===== src/rtl/time_set_ctrl_pkg.sv =====
// time_set_ctrl_pkg: shared state encoding, timing defaults and counter sizing for the clock controls
package time_set_ctrl_pkg;
  typedef enum logic [1:0] {NORMAL, SET_HOUR, SET_MIN, SET_SEC} state_t;
  localparam int REPEAT_START_DEF = 2;
  localparam int TIMEOUT_DEF = 30;
  function automatic int cnt_w(input int a, input int b);
    return $clog2((a > b ? a : b) + 1);
  endfunction
endpackage


===== src/rtl/time_set_ctrl_if.sv =====
// time_set_ctrl_if: tick/button inputs and counter/display controls of the time-set block
interface time_set_ctrl_if;
  logic EN1HZ, EN4HZ, BTN_SEL, BTN_SET;
  logic CNT_EN, SEC_CLR, MIN_INC, HOUR_INC, MODE24, BLINK_H, BLINK_M, BLINK_S;
  modport master(
    output EN1HZ, EN4HZ, BTN_SEL, BTN_SET,
    input CNT_EN, SEC_CLR, MIN_INC, HOUR_INC, MODE24, BLINK_H, BLINK_M, BLINK_S
  );
  modport slave(
    input EN1HZ, EN4HZ, BTN_SEL, BTN_SET,
    output CNT_EN, SEC_CLR, MIN_INC, HOUR_INC, MODE24, BLINK_H, BLINK_M, BLINK_S
  );
endinterface


===== src/rtl/btn_edge.sv =====
// btn_edge: rise detector for two button levels against their registered previous samples
module btn_edge (
  input  logic clk,
  input  logic rst,
  input  logic a,
  input  logic b,
  output logic a_rise,
  output logic b_rise
);
  logic a_q, b_q, a_d, b_d;
  always_comb begin
    a_d = a;
    b_d = b;
  end
  always_ff @(posedge clk) begin
    a_q <= rst ? 1'b0 : a_d;
    b_q <= rst ? 1'b0 : b_d;
  end
  assign a_rise = a & ~a_q;
  assign b_rise = b & ~b_q;
endmodule


===== src/rtl/time_set_ctrl.sv =====
// time_set_ctrl: select/set button FSM producing time-adjust pulses, 12/24h mode, blink and count gating
module time_set_ctrl
  import time_set_ctrl_pkg::*;
#(
  parameter int REPEAT_START = REPEAT_START_DEF,
  parameter int TIMEOUT = TIMEOUT_DEF
) (
  input logic CLK,
  input logic RST,
  time_set_ctrl_if.slave bus
);
  localparam int W = cnt_w(REPEAT_START, TIMEOUT);
  localparam logic [W-1:0] RS = W'(REPEAT_START);
  localparam logic [W-1:0] TO = W'(TIMEOUT);
  state_t state_q, state_d;
  logic [W-1:0] rep_cnt_q, rep_cnt_d, to_cnt_q, to_cnt_d;
  logic mode24_q, mode24_d, phase_q, phase_d;
  logic hour_q, hour_d, min_q, min_d, clr_q, clr_d, cnt_en_q, cnt_en_d;
  logic blink_h_q, blink_h_d, blink_m_q, blink_m_d, blink_s_q, blink_s_d;
  logic sel_rise, set_rise, tmo, set_hit, rep_st, rep, chg;
  btn_edge u_edge (
    .clk(CLK),
    .rst(RST),
    .a(bus.BTN_SEL),
    .b(bus.BTN_SET),
    .a_rise(sel_rise),
    .b_rise(set_rise)
  );
  // a timeout overrides any simultaneous button action so the exit is silent
  always_comb begin
    tmo = state_q != NORMAL && to_cnt_q >= TO;
    set_hit = set_rise & ~sel_rise & ~tmo;
    rep_st = state_q == SET_HOUR || state_q == SET_MIN;
    rep = rep_st & bus.BTN_SET & bus.EN4HZ & (rep_cnt_q >= RS) & ~sel_rise & ~tmo;
    state_d = tmo ? NORMAL : sel_rise ? state_t'(state_q + 2'd1) : state_q;
    chg = state_d != state_q;
    hour_d = (set_hit | rep) & state_q == SET_HOUR;
    min_d = (set_hit | rep) & state_q == SET_MIN;
    clr_d = set_hit & state_q == SET_SEC;
    mode24_d = mode24_q ^ (set_hit & state_q == NORMAL);
    rep_cnt_d = (!bus.BTN_SET || chg || !rep_st) ? '0
              : (bus.EN4HZ && rep_cnt_q < RS) ? rep_cnt_q + W'(1) : rep_cnt_q;
    to_cnt_d = (state_d == NORMAL || chg || sel_rise || set_rise || rep) ? '0
             : (bus.EN1HZ && to_cnt_q < TO) ? to_cnt_q + W'(1) : to_cnt_q;
    phase_d = (hour_d | min_d | clr_d) ? 1'b0 : phase_q ^ bus.EN4HZ;
    blink_h_d = phase_d & state_d == SET_HOUR;
    blink_m_d = phase_d & state_d == SET_MIN;
    blink_s_d = phase_d & state_d == SET_SEC;
    cnt_en_d = bus.EN1HZ & state_d != SET_SEC;
  end
  always_ff @(posedge CLK) begin
    if (RST) begin
      state_q <= NORMAL;
      rep_cnt_q <= '0;
      to_cnt_q <= '0;
      mode24_q <= 1'b1;
      phase_q <= 1'b0;
      {hour_q, min_q, clr_q, cnt_en_q} <= '0;
      {blink_h_q, blink_m_q, blink_s_q} <= '0;
    end else begin
      state_q <= state_d;
      rep_cnt_q <= rep_cnt_d;
      to_cnt_q <= to_cnt_d;
      mode24_q <= mode24_d;
      phase_q <= phase_d;
      {hour_q, min_q, clr_q, cnt_en_q} <= {hour_d, min_d, clr_d, cnt_en_d};
      {blink_h_q, blink_m_q, blink_s_q} <= {blink_h_d, blink_m_d, blink_s_d};
    end
  end
  assign bus.CNT_EN = cnt_en_q;
  assign bus.SEC_CLR = clr_q;
  assign bus.MIN_INC = min_q;
  assign bus.HOUR_INC = hour_q;
  assign bus.MODE24 = mode24_q;
  assign bus.BLINK_H = blink_h_q;
  assign bus.BLINK_M = blink_m_q;
  assign bus.BLINK_S = blink_s_q;
endmodule

===== src/flat_wrapper.sv =====
// flat-port wrapper written by rule: the top's interface ports become plain ports
module time_set_ctrl_flat import time_set_ctrl_pkg::*;
#(
  parameter int REPEAT_START = REPEAT_START_DEF,
  parameter int TIMEOUT = TIMEOUT_DEF
)
  (CLK, RST, bus_EN1HZ, bus_EN4HZ, bus_BTN_SEL, bus_BTN_SET, bus_CNT_EN, bus_SEC_CLR, bus_MIN_INC, bus_HOUR_INC, bus_MODE24, bus_BLINK_H, bus_BLINK_M, bus_BLINK_S);
  time_set_ctrl_if bus_i ();
  input logic CLK;
  input logic RST;
  input wire logic [$bits(bus_i.EN1HZ)-1:0] bus_EN1HZ;
  input wire logic [$bits(bus_i.EN4HZ)-1:0] bus_EN4HZ;
  input wire logic [$bits(bus_i.BTN_SEL)-1:0] bus_BTN_SEL;
  input wire logic [$bits(bus_i.BTN_SET)-1:0] bus_BTN_SET;
  output wire logic [$bits(bus_i.CNT_EN)-1:0] bus_CNT_EN;
  output wire logic [$bits(bus_i.SEC_CLR)-1:0] bus_SEC_CLR;
  output wire logic [$bits(bus_i.MIN_INC)-1:0] bus_MIN_INC;
  output wire logic [$bits(bus_i.HOUR_INC)-1:0] bus_HOUR_INC;
  output wire logic [$bits(bus_i.MODE24)-1:0] bus_MODE24;
  output wire logic [$bits(bus_i.BLINK_H)-1:0] bus_BLINK_H;
  output wire logic [$bits(bus_i.BLINK_M)-1:0] bus_BLINK_M;
  output wire logic [$bits(bus_i.BLINK_S)-1:0] bus_BLINK_S;
  assign bus_i.EN1HZ = bus_EN1HZ;
  assign bus_i.EN4HZ = bus_EN4HZ;
  assign bus_i.BTN_SEL = bus_BTN_SEL;
  assign bus_i.BTN_SET = bus_BTN_SET;
  assign bus_CNT_EN = bus_i.CNT_EN;
  assign bus_SEC_CLR = bus_i.SEC_CLR;
  assign bus_MIN_INC = bus_i.MIN_INC;
  assign bus_HOUR_INC = bus_i.HOUR_INC;
  assign bus_MODE24 = bus_i.MODE24;
  assign bus_BLINK_H = bus_i.BLINK_H;
  assign bus_BLINK_M = bus_i.BLINK_M;
  assign bus_BLINK_S = bus_i.BLINK_S;
  time_set_ctrl #(.REPEAT_START(REPEAT_START), .TIMEOUT(TIMEOUT)) u_core (.CLK(CLK), .RST(RST), .bus(bus_i));
endmodule

===== config.mk =====
export PLATFORM = sky130hd
export DESIGN_NAME = time_set_ctrl_flat
export DESIGN_NICKNAME = d
export VERILOG_FILES = /design/src/rtl/time_set_ctrl_pkg.sv /design/src/rtl/time_set_ctrl_if.sv /design/src/rtl/btn_edge.sv /design/src/rtl/time_set_ctrl.sv /design/src/flat_wrapper.sv
export SDC_FILE = /design/constraint.sdc
export NUM_CORES = 1
export LEC_CHECK = 0
export CELL_PAD_IN_SITES_DETAIL_PLACEMENT = 2
export CELL_PAD_IN_SITES_GLOBAL_PLACEMENT = 2
export CORE_MARGIN = 1
export CORE_UTILIZATION = 30
export DETAILED_ROUTE_END_ITERATION = 8
export HOLD_SLACK_MARGIN = 0.08
export PLACE_DENSITY = 0.73
export SLEW_MARGIN = 25
export SYNTH_ARGS = -nofsm -noshare
export SYNTH_HDL_FRONTEND = slang
export SYNTH_SLANG_ARGS = --single-unit

===== constraint.sdc =====
create_clock -name CLK -period 1.6 [get_ports CLK]
set_clock_uncertainty 0.05 [all_clocks]
set_input_delay 0.48 -clock CLK [delete_from_list [all_inputs] [get_ports CLK]]
set_output_delay 0.48 -clock CLK [all_outputs]
set_load 0.05 [all_outputs]

Word level (Yosys, flattened, before mapping):

Cells that the tools add are included.
W data, S select, Z words.

* register bits: 23
* bits of input ports: 6
* output and inout port bits: 8
* word-level logic and storage cells: 75

* add/sub/neg operators: 3
* magnitude comparators: 4
* equal/unequal tests: 8
* muxes and demuxes: 3
* bitwise operators: 26
* reductions and logical operators: 17

Operators with widths (count)
* $and A1 B1 Y1: 17
* $add A5 B1 Y5 const B: 2
* $eq A2 B2 Y1 const B: 4
* $logic_or A1 B1 Y1: 7
* $ge A5 B2 Y1 const B: 1
* $ge A5 B5 Y1 const B: 1
* $lt A5 B2 Y1 const B: 1
* $lt A5 B5 Y1 const B: 1
* $eq A2 B1 Y1 const B: 2
* $logic_not A2 Y1: 2
* $mux W2: 2
* $not A1 Y1: 4
* $reduce_or A2 Y1: 2
* $logic_and A1 B1 Y1: 3
* $or A1 B1 Y1: 3
* $add A2 B1 Y2 const B: 1
* $logic_not A1 Y1: 2
* $ne A2 B2 Y1: 1
* $ne A2 B2 Y1 const B: 1
* $reduce_bool A2 Y1: 1
* $xor A1 B1 Y1: 2
* $mux W1: 1

Depth between registers and ports, before layout:

* word-level depth: 13
* gate-level depth with buffers: 6
* gate-level depth less buffers: 6

Cells and area by module:

Synthesis repeated with hierarchy kept, for this count alone.

* cells, all modules: 114
* area, all modules: 1078.5 sq um

By module, submodules not included
* time_set_ctrl: times used 1, cells each 108, area each 1008.5 sq um, seq. area each 420.4 sq um
* btn_edge: times used 1, cells each 6, area each 70.1 sq um, seq. area each 40.0 sq um

Worst setup path before layout:

No wires, ideal clock.

* path type: reg2reg
* from: register u_core.state_q[0]
* to: register u_core.rep_cnt_q[0]
* library setup time: 0.128 ns
* data arrival time: 1.535 ns
* path slack: -0.113 ns
* cell stages (with the launch flop): 6
* path buffers: 0
* period minus slack after synthesis: 1.713 ns
* cell sequence: dfxtp_1 > inv_1 > ha_1 > nor3_2 > mux2i_1 > nor2_1

* longest elaborated chain between the ends: 7
* elaborated cells on any way between the ends: 13
* classes of those cells: 1 x add/sub; 3 x eq/ne; 2 x mux; 7 x reduce/logical

RTL lines
* from (decl): RTL line time_set_ctrl.sv:15 `state_t state_q, state_d;`
* from (signal assigned): RTL line time_set_ctrl.sv:61 `state_q <= state_d;`
* $add A2 B1 Y2 or $reduce_bool A2 Y1 (tied branches): RTL line time_set_ctrl.sv:35, time_set_ctrl.sv:31
* $mux W2 or $logic_and A1 B1 Y1 (tied branches): RTL line time_set_ctrl.sv:35, time_set_ctrl.sv:31
* $mux W2: RTL line time_set_ctrl.sv:35 `state_d = tmo ? NORMAL : sel_rise ? state_t'(state_q + 2'd1) : state_q;`
* $ne A2 B2 Y1: RTL line time_set_ctrl.sv:36 `chg = state_d != state_q;`
* $logic_or A1 B1 Y1: RTL line time_set_ctrl.sv:41 `rep_cnt_d = (!bus.BTN_SET || chg || !rep_st) ? '0`
* $logic_or A1 B1 Y1 *: RTL line time_set_ctrl.sv:41
* $reduce_or A2 Y1 (no source line) *
* to (signal assigned): RTL line time_set_ctrl.sv:62 `rep_cnt_q <= rep_cnt_d;`
* to (decl): RTL line time_set_ctrl.sv:16 `logic [W-1:0] rep_cnt_q, rep_cnt_d, to_cnt_q, to_cnt_d;`

Every way passes the cells marked *; elsewhere a longest branch is shown, timed or not.
A chain may end at the register's enable or synchronous reset.

Worst setup path after layout:

* from: register u_core.rep_cnt_q[1]
* to: register u_core.blink_m_q, in the netlist u_core.bus.BLINK_M

* longest elaborated chain between the ends: 10
* elaborated cells on any way between the ends: 11
* classes of those cells: 1 x order compare; 1 x mux; 9 x bitwise

RTL lines
* $ge A5 B2 Y1 *: RTL line time_set_ctrl.sv:34 `rep = rep_st & bus.BTN_SET & bus.EN4HZ & (rep_cnt_q >= RS) & ~sel_rise & ~tmo;`
* $and A1 B1 Y1 * (3 in series): RTL line time_set_ctrl.sv:34
* $or A1 B1 Y1 *: RTL line time_set_ctrl.sv:37, time_set_ctrl.sv:38
* $and A1 B1 Y1, on equally long branches: RTL line time_set_ctrl.sv:37, time_set_ctrl.sv:38
* $or A1 B1 Y1 * (2 in series): RTL line time_set_ctrl.sv:45 `phase_d = (hour_d | min_d | clr_d) ? 1'b0 : phase_q ^ bus.EN4HZ;`
* $mux W1 *: RTL line time_set_ctrl.sv:45
* $and A1 B1 Y1 *: RTL line time_set_ctrl.sv:47 `blink_m_d = phase_d & state_d == SET_MIN;`
* to (signal assigned): RTL line time_set_ctrl.sv:67 `{blink_h_q, blink_m_q, blink_s_q} <= {blink_h_d, blink_m_d, blink_s_d};`
* to (decl): RTL line time_set_ctrl.sv:19 `logic blink_h_q, blink_h_d, blink_m_q, blink_m_d, blink_s_q, blink_s_d;`

Marks and branches as above.

==> run_summary.xml <==
<?xml version="1.0" encoding="UTF-8"?>
<metrics>
  <group name="outcome">
    <metric name="outcome" unit="">finished with violations</metric>
    <metric name="failing_checks" unit="">setup timing</metric>
  </group>
  <group name="floorplanning">
    <metric name="die_height" unit="µm">63.1</metric>
    <metric name="die_w" unit="µm">63.1</metric>
    <metric name="fp.coreArea" unit="µm²">3440</metric>
    <metric name="die-area" unit="µm²">3980</metric>
    <metric name="io_pins" unit="">14</metric>
    <metric name="initial_util" unit="%">32.5</metric>
    <metric name="std_cell_rows" unit="">21</metric>
  </group>
  <group name="global_routing">
    <metric name="grt_remaining_overflow" unit="">0</metric>
    <metric name="grt_util_all_layers" unit="%">22.2</metric>
    <metric name="grt_max_degree" unit="">13</metric>
    <metric name="grt_antenna_before_repair" unit="">0</metric>
    <metric name="vias_in_the_first_global_route" unit="">1198</metric>
    <metric name="wire_length_of_the_first_global_routing_pass" unit="µm">6380</metric>
  </group>
  <group name="synth">
    <metric name="synthFlopType" unit="">sky130_fd_sc_hd__dfxtp_1</metric>
    <metric name="seq_total_area_yosys" unit="%">41.1</metric>
    <metric name="synth_edf_count" unit="">0</metric>
    <metric name="synth_top_cells_by_count" unit="">sky130_fd_sc_hd__dfxtp_1 (23), sky130_fd_sc_hd__nor2_1 (14), sky130_fd_sc_hd__ha_1 (8)</metric>
    <metric name="yosysMostFrequentCell" unit="">sky130_fd_sc_hd__dfxtp_1</metric>
    <metric name="asyncSetResetFlopFracSynth" unit="%">0</metric>
    <metric name="synthCells" unit="">118</metric>
    <metric name="post_synthesis_cell_type_count" unit="">33</metric>
    <metric name="netlist_area" unit="µm²">1120</metric>
    <metric name="synth.yosys.warnings" unit="">0</metric>
    <metric name="yosys_register_bits" unit="">23</metric>
    <metric name="ys_top_cells_by_area" unit="">sky130_fd_sc_hd__dfxtp_1 (41%), sky130_fd_sc_hd__ha_1 (8.9%), sky130_fd_sc_hd__nor2_1 (4.7%)</metric>
    <metric name="post-synth-top-area-cell" unit="">sky130_fd_sc_hd__dfxtp_1</metric>
    <metric name="synthesis.nets" unit="">132</metric>
    <metric name="postSynthAreaPerCell" unit="µm²">9.49</metric>
    <metric name="synth_largest_type_area_fraction" unit="%">41.1</metric>
  </group>
  <group name="power_and_ir_drop">
    <metric name="internal_portion_of_total_power" unit="µW">908</metric>
    <metric name="p_seq_share" unit="%">47.7</metric>
    <metric name="combPwrFrac" unit="%">23.3</metric>
    <metric name="vdd.ir_drop.worst" unit="mV">0.564</metric>
    <metric name="p_switching" unit="µW">371</metric>
    <metric name="total_leakage_power" unit="µW">0.000672</metric>
    <metric name="pwr-share-clk" unit="%">29.0</metric>
    <metric name="netSwitchingFraction" unit="%">29.0</metric>
    <metric name="p_per_area" unit="nW/µm²">754</metric>
  </group>
  <group name="detailed_routing">
    <metric name="vias_per_cell" unit="">5.09</metric>
    <metric name="routedWlPerCell" unit="µm">19.4</metric>
    <metric name="drt.antenna.violating_nets" unit="">0</metric>
    <metric name="finalWirelength" unit="µm">3950</metric>
    <metric name="route.detailed.drc" unit="">0</metric>
    <metric name="num_vias" unit="">1039</metric>
    <metric name="drt_iter0_drc" unit="">24</metric>
    <metric name="first_pass_iters" unit="">4</metric>
  </group>
  <group name="worst_setup_path">
    <metric name="end_kind" unit="">flip-flop</metric>
    <metric name="critical_path_peak_fanout" unit="">4</metric>
    <metric name="cp-startpoint" unit="">u_core.rep_cnt_q[1]$_SDFFE_PP0P_</metric>
    <metric name="timing.critical_path.required" unit="ps">1730</metric>
    <metric name="reg2reg_depth" unit="">4</metric>
    <metric name="reg2reg_slack" unit="ps">-40</metric>
    <metric name="cp_data_arrival_time" unit="ps">1770</metric>
    <metric name="path_class" unit="">flip-flop to flip-flop</metric>
    <metric name="crit-reg2reg-launch" unit="">u_core.rep_cnt_q[1]$_SDFFE_PP0P_</metric>
    <metric name="critPathLaunchType" unit="">flip-flop</metric>
  </group>
  <group name="sta">
    <metric name="slew_headroom" unit="%">74.4</metric>
    <metric name="rsz0062_at_grt" unit="">true</metric>
    <metric name="final.setup.tns" unit="ps">-97.7</metric>
    <metric name="final_hold_viol_count" unit="">0</metric>
    <metric name="clock.fmax" unit="GHz">0.610</metric>
    <metric name="worst_pin_slew" unit="ps">381</metric>
    <metric name="final-setup-viol-count" unit="">6</metric>
    <metric name="finalMaxSlewViolations" unit="">0</metric>
    <metric name="timing.final.ws_setup" unit="ps">-38.2</metric>
    <metric name="final_min_period_over_clock_period" unit="%">102</metric>
    <metric name="period_minus_slack" unit="ps">1640</metric>
  </group>
  <group name="final_layout">
    <metric name="areaGrowthSynthToFinish" unit="%">51.6</metric>
    <metric name="seq_area" unit="µm²">463</metric>
    <metric name="layout-drive-gt1-share" unit="%">38.0</metric>
    <metric name="layout_top_registers" unit="">u_core.rep_cnt_q: 5 flops, u_core.to_cnt_q: 5 flops, u_core.state_q: 2 flops</metric>
    <metric name="nNetsFinal" unit="">173</metric>
    <metric name="antenna_diode_count" unit="">0</metric>
    <metric name="area_taken_by_multi_input_logic_gates" unit="µm²">712</metric>
    <metric name="layout.filler_cells" unit="">371</metric>
    <metric name="finalCoreUtilization" unit="%">49.3</metric>
    <metric name="fin_cells" unit="">204</metric>
  </group>
  <group name="flow_run">
    <metric name="max_cap_violations" unit="">0</metric>
  </group>
  <group name="placement">
    <metric name="io_buffer_count" unit="">13</metric>
    <metric name="dp_slack" unit="ps">-475</metric>
    <metric name="post-dp-hpwl" unit="µm">2840</metric>
    <metric name="gpl.final_weighted_congestion" unit="">0.809</metric>
    <metric name="placed_cell_count" unit="">198</metric>
  </group>
  <group name="clock_tree">
    <metric name="cts.reportedPaths.clkPinSlew" unit="ps">80</metric>
    <metric name="tritoncts.num_buffers" unit="">3</metric>
    <metric name="cts_buffer_depth" unit="">2</metric>
    <metric name="clock_tree_from_tritoncts" unit="">yes</metric>
    <metric name="postCtsHoldBufs" unit="">0</metric>
    <metric name="number_of_clock_sinks" unit="">23</metric>
    <metric name="worstSkewPairLatency" unit="ps">270</metric>
    <metric name="htree_num_levels" unit="">1</metric>
    <metric name="clock_root_buffer" unit="">sky130_fd_sc_hd__clkbuf_8</metric>
  </group>
  <group name="hold_path">
    <metric name="holdCritStartpoint" unit="">u_core.rep_cnt_q[3]$_SDFFE_PP0P_</metric>
    <metric name="hold_class" unit="">flip-flop to flip-flop</metric>
    <metric name="hold_depth" unit="">2</metric>
  </group>
</metrics>
stage by stage:
| step | hold slack (ps) | power (µW) | instance area (µm²) |
|---|---|---|---|
| final | 426 | 1280 | 1700 |
| after global routing | 440 | 1330 | 1700 |
| after CTS | 427 | 1270 | 1670 |
| after detailed placement | 414 | 882 | 1560 |
| after global placement | 394 | 869 | 1560 |
| after floorplan | 370 | 752 | 1130 |
per-layer routing:
metal	vias up	share of wire, %	GRT usage (%)
li1	493	-	-
met1	515	36	19.3
met2	21	58	45.6
met3	10	2.2	3.44
met4	0	4.3	13.7
met5	-	0	0
path summary, 6_finish.rpt:
path / to
worst min-delay path: u_core.rep_cnt_q[3]$_SDFFE_PP0P_
worst max-delay path: u_core.bus.BLINK_M$_SDFF_PP0_
worst max register to register: u_core.bus.BLINK_M$_SDFF_PP0_
worst min register to register: u_core.rep_cnt_q[3]$_SDFFE_PP0P_
cells in the final DEF (no fill, tap or decap), types with 3 or more instances in the layout:
master,netlist,final
sky130_fd_sc_hd__nand2b_1,5,4
sky130_fd_sc_hd__xnor2_1,3,3
sky130_fd_sc_hd__nand2_1,5,5
sky130_fd_sc_hd__dfxtp_1,23,21
sky130_fd_sc_hd__nor3_2,3,4
sky130_fd_sc_hd__nor2_1,14,13
sky130_fd_sc_hd__nor3_1,7,5
sky130_fd_sc_hd__clkbuf_8,0,3
sky130_fd_sc_hd__nor2b_1,5,3
sky130_fd_sc_hd__buf_4,0,24
sky130_fd_sc_hd__ha_1,8,7
sky130_fd_sc_hd__a31oi_1,4,4
sky130_fd_sc_hd__nor4_1,3,3
sky130_fd_sc_hd__inv_1,7,7
sky130_fd_sc_hd__buf_12,0,8
sky130_fd_sc_hd__a21oi_1,4,4
final cells by class:
type / instances / area share, %
multi-input combinational: 86 / 41.9
sequential: 23 / 27.3
timing repair buffer: 37 / 23.0
tap: 46 / 3.39
clock buffer: 4 / 2.65
inverter: 8 / 1.77
power by group through the flow:
stage | registers [µW] | logic, µW | clock network [µW]
floorplan | 650 | 102 | 0
global placement | 620 | 249 | 0
detailed placement | 622 | 261 | 0
CTS | 609 | 277 | 385
global route | 612 | 314 | 405
finish | 611 | 298 | 371
cells by family after synthesis:
group,share of synthesized area [%]
XOR/XNOR,3.91
flip-flops,41.1
AO/OA/AOI/OAI,12.5
adder cells (fa/ha/maj),8.94
buffers and inverters,3.02
AND/OR/NAND/NOR,29.6
multiplexers,0.894
timing repair:
| action | CTS | global route |
|---|---|---|
| setup endpoints to repair | 17 | 17 |
| pin swaps | 6 | 6 |
| resized for setup | 14 | 5 |
| buffers inserted | 1 | 1 |
worst max-delay path, cell delays in order, from the launching register on:
cell and delay (ps):
sky130_fd_sc_hd__dfxtp_1 320, sky130_fd_sc_hd__or4_4 570, sky130_fd_sc_hd__o2111ai_2 260, sky130_fd_sc_hd__a21oi_2 100, sky130_fd_sc_hd__nor4_1 250
Note: power is estimated with default switching activity, not from simulation.
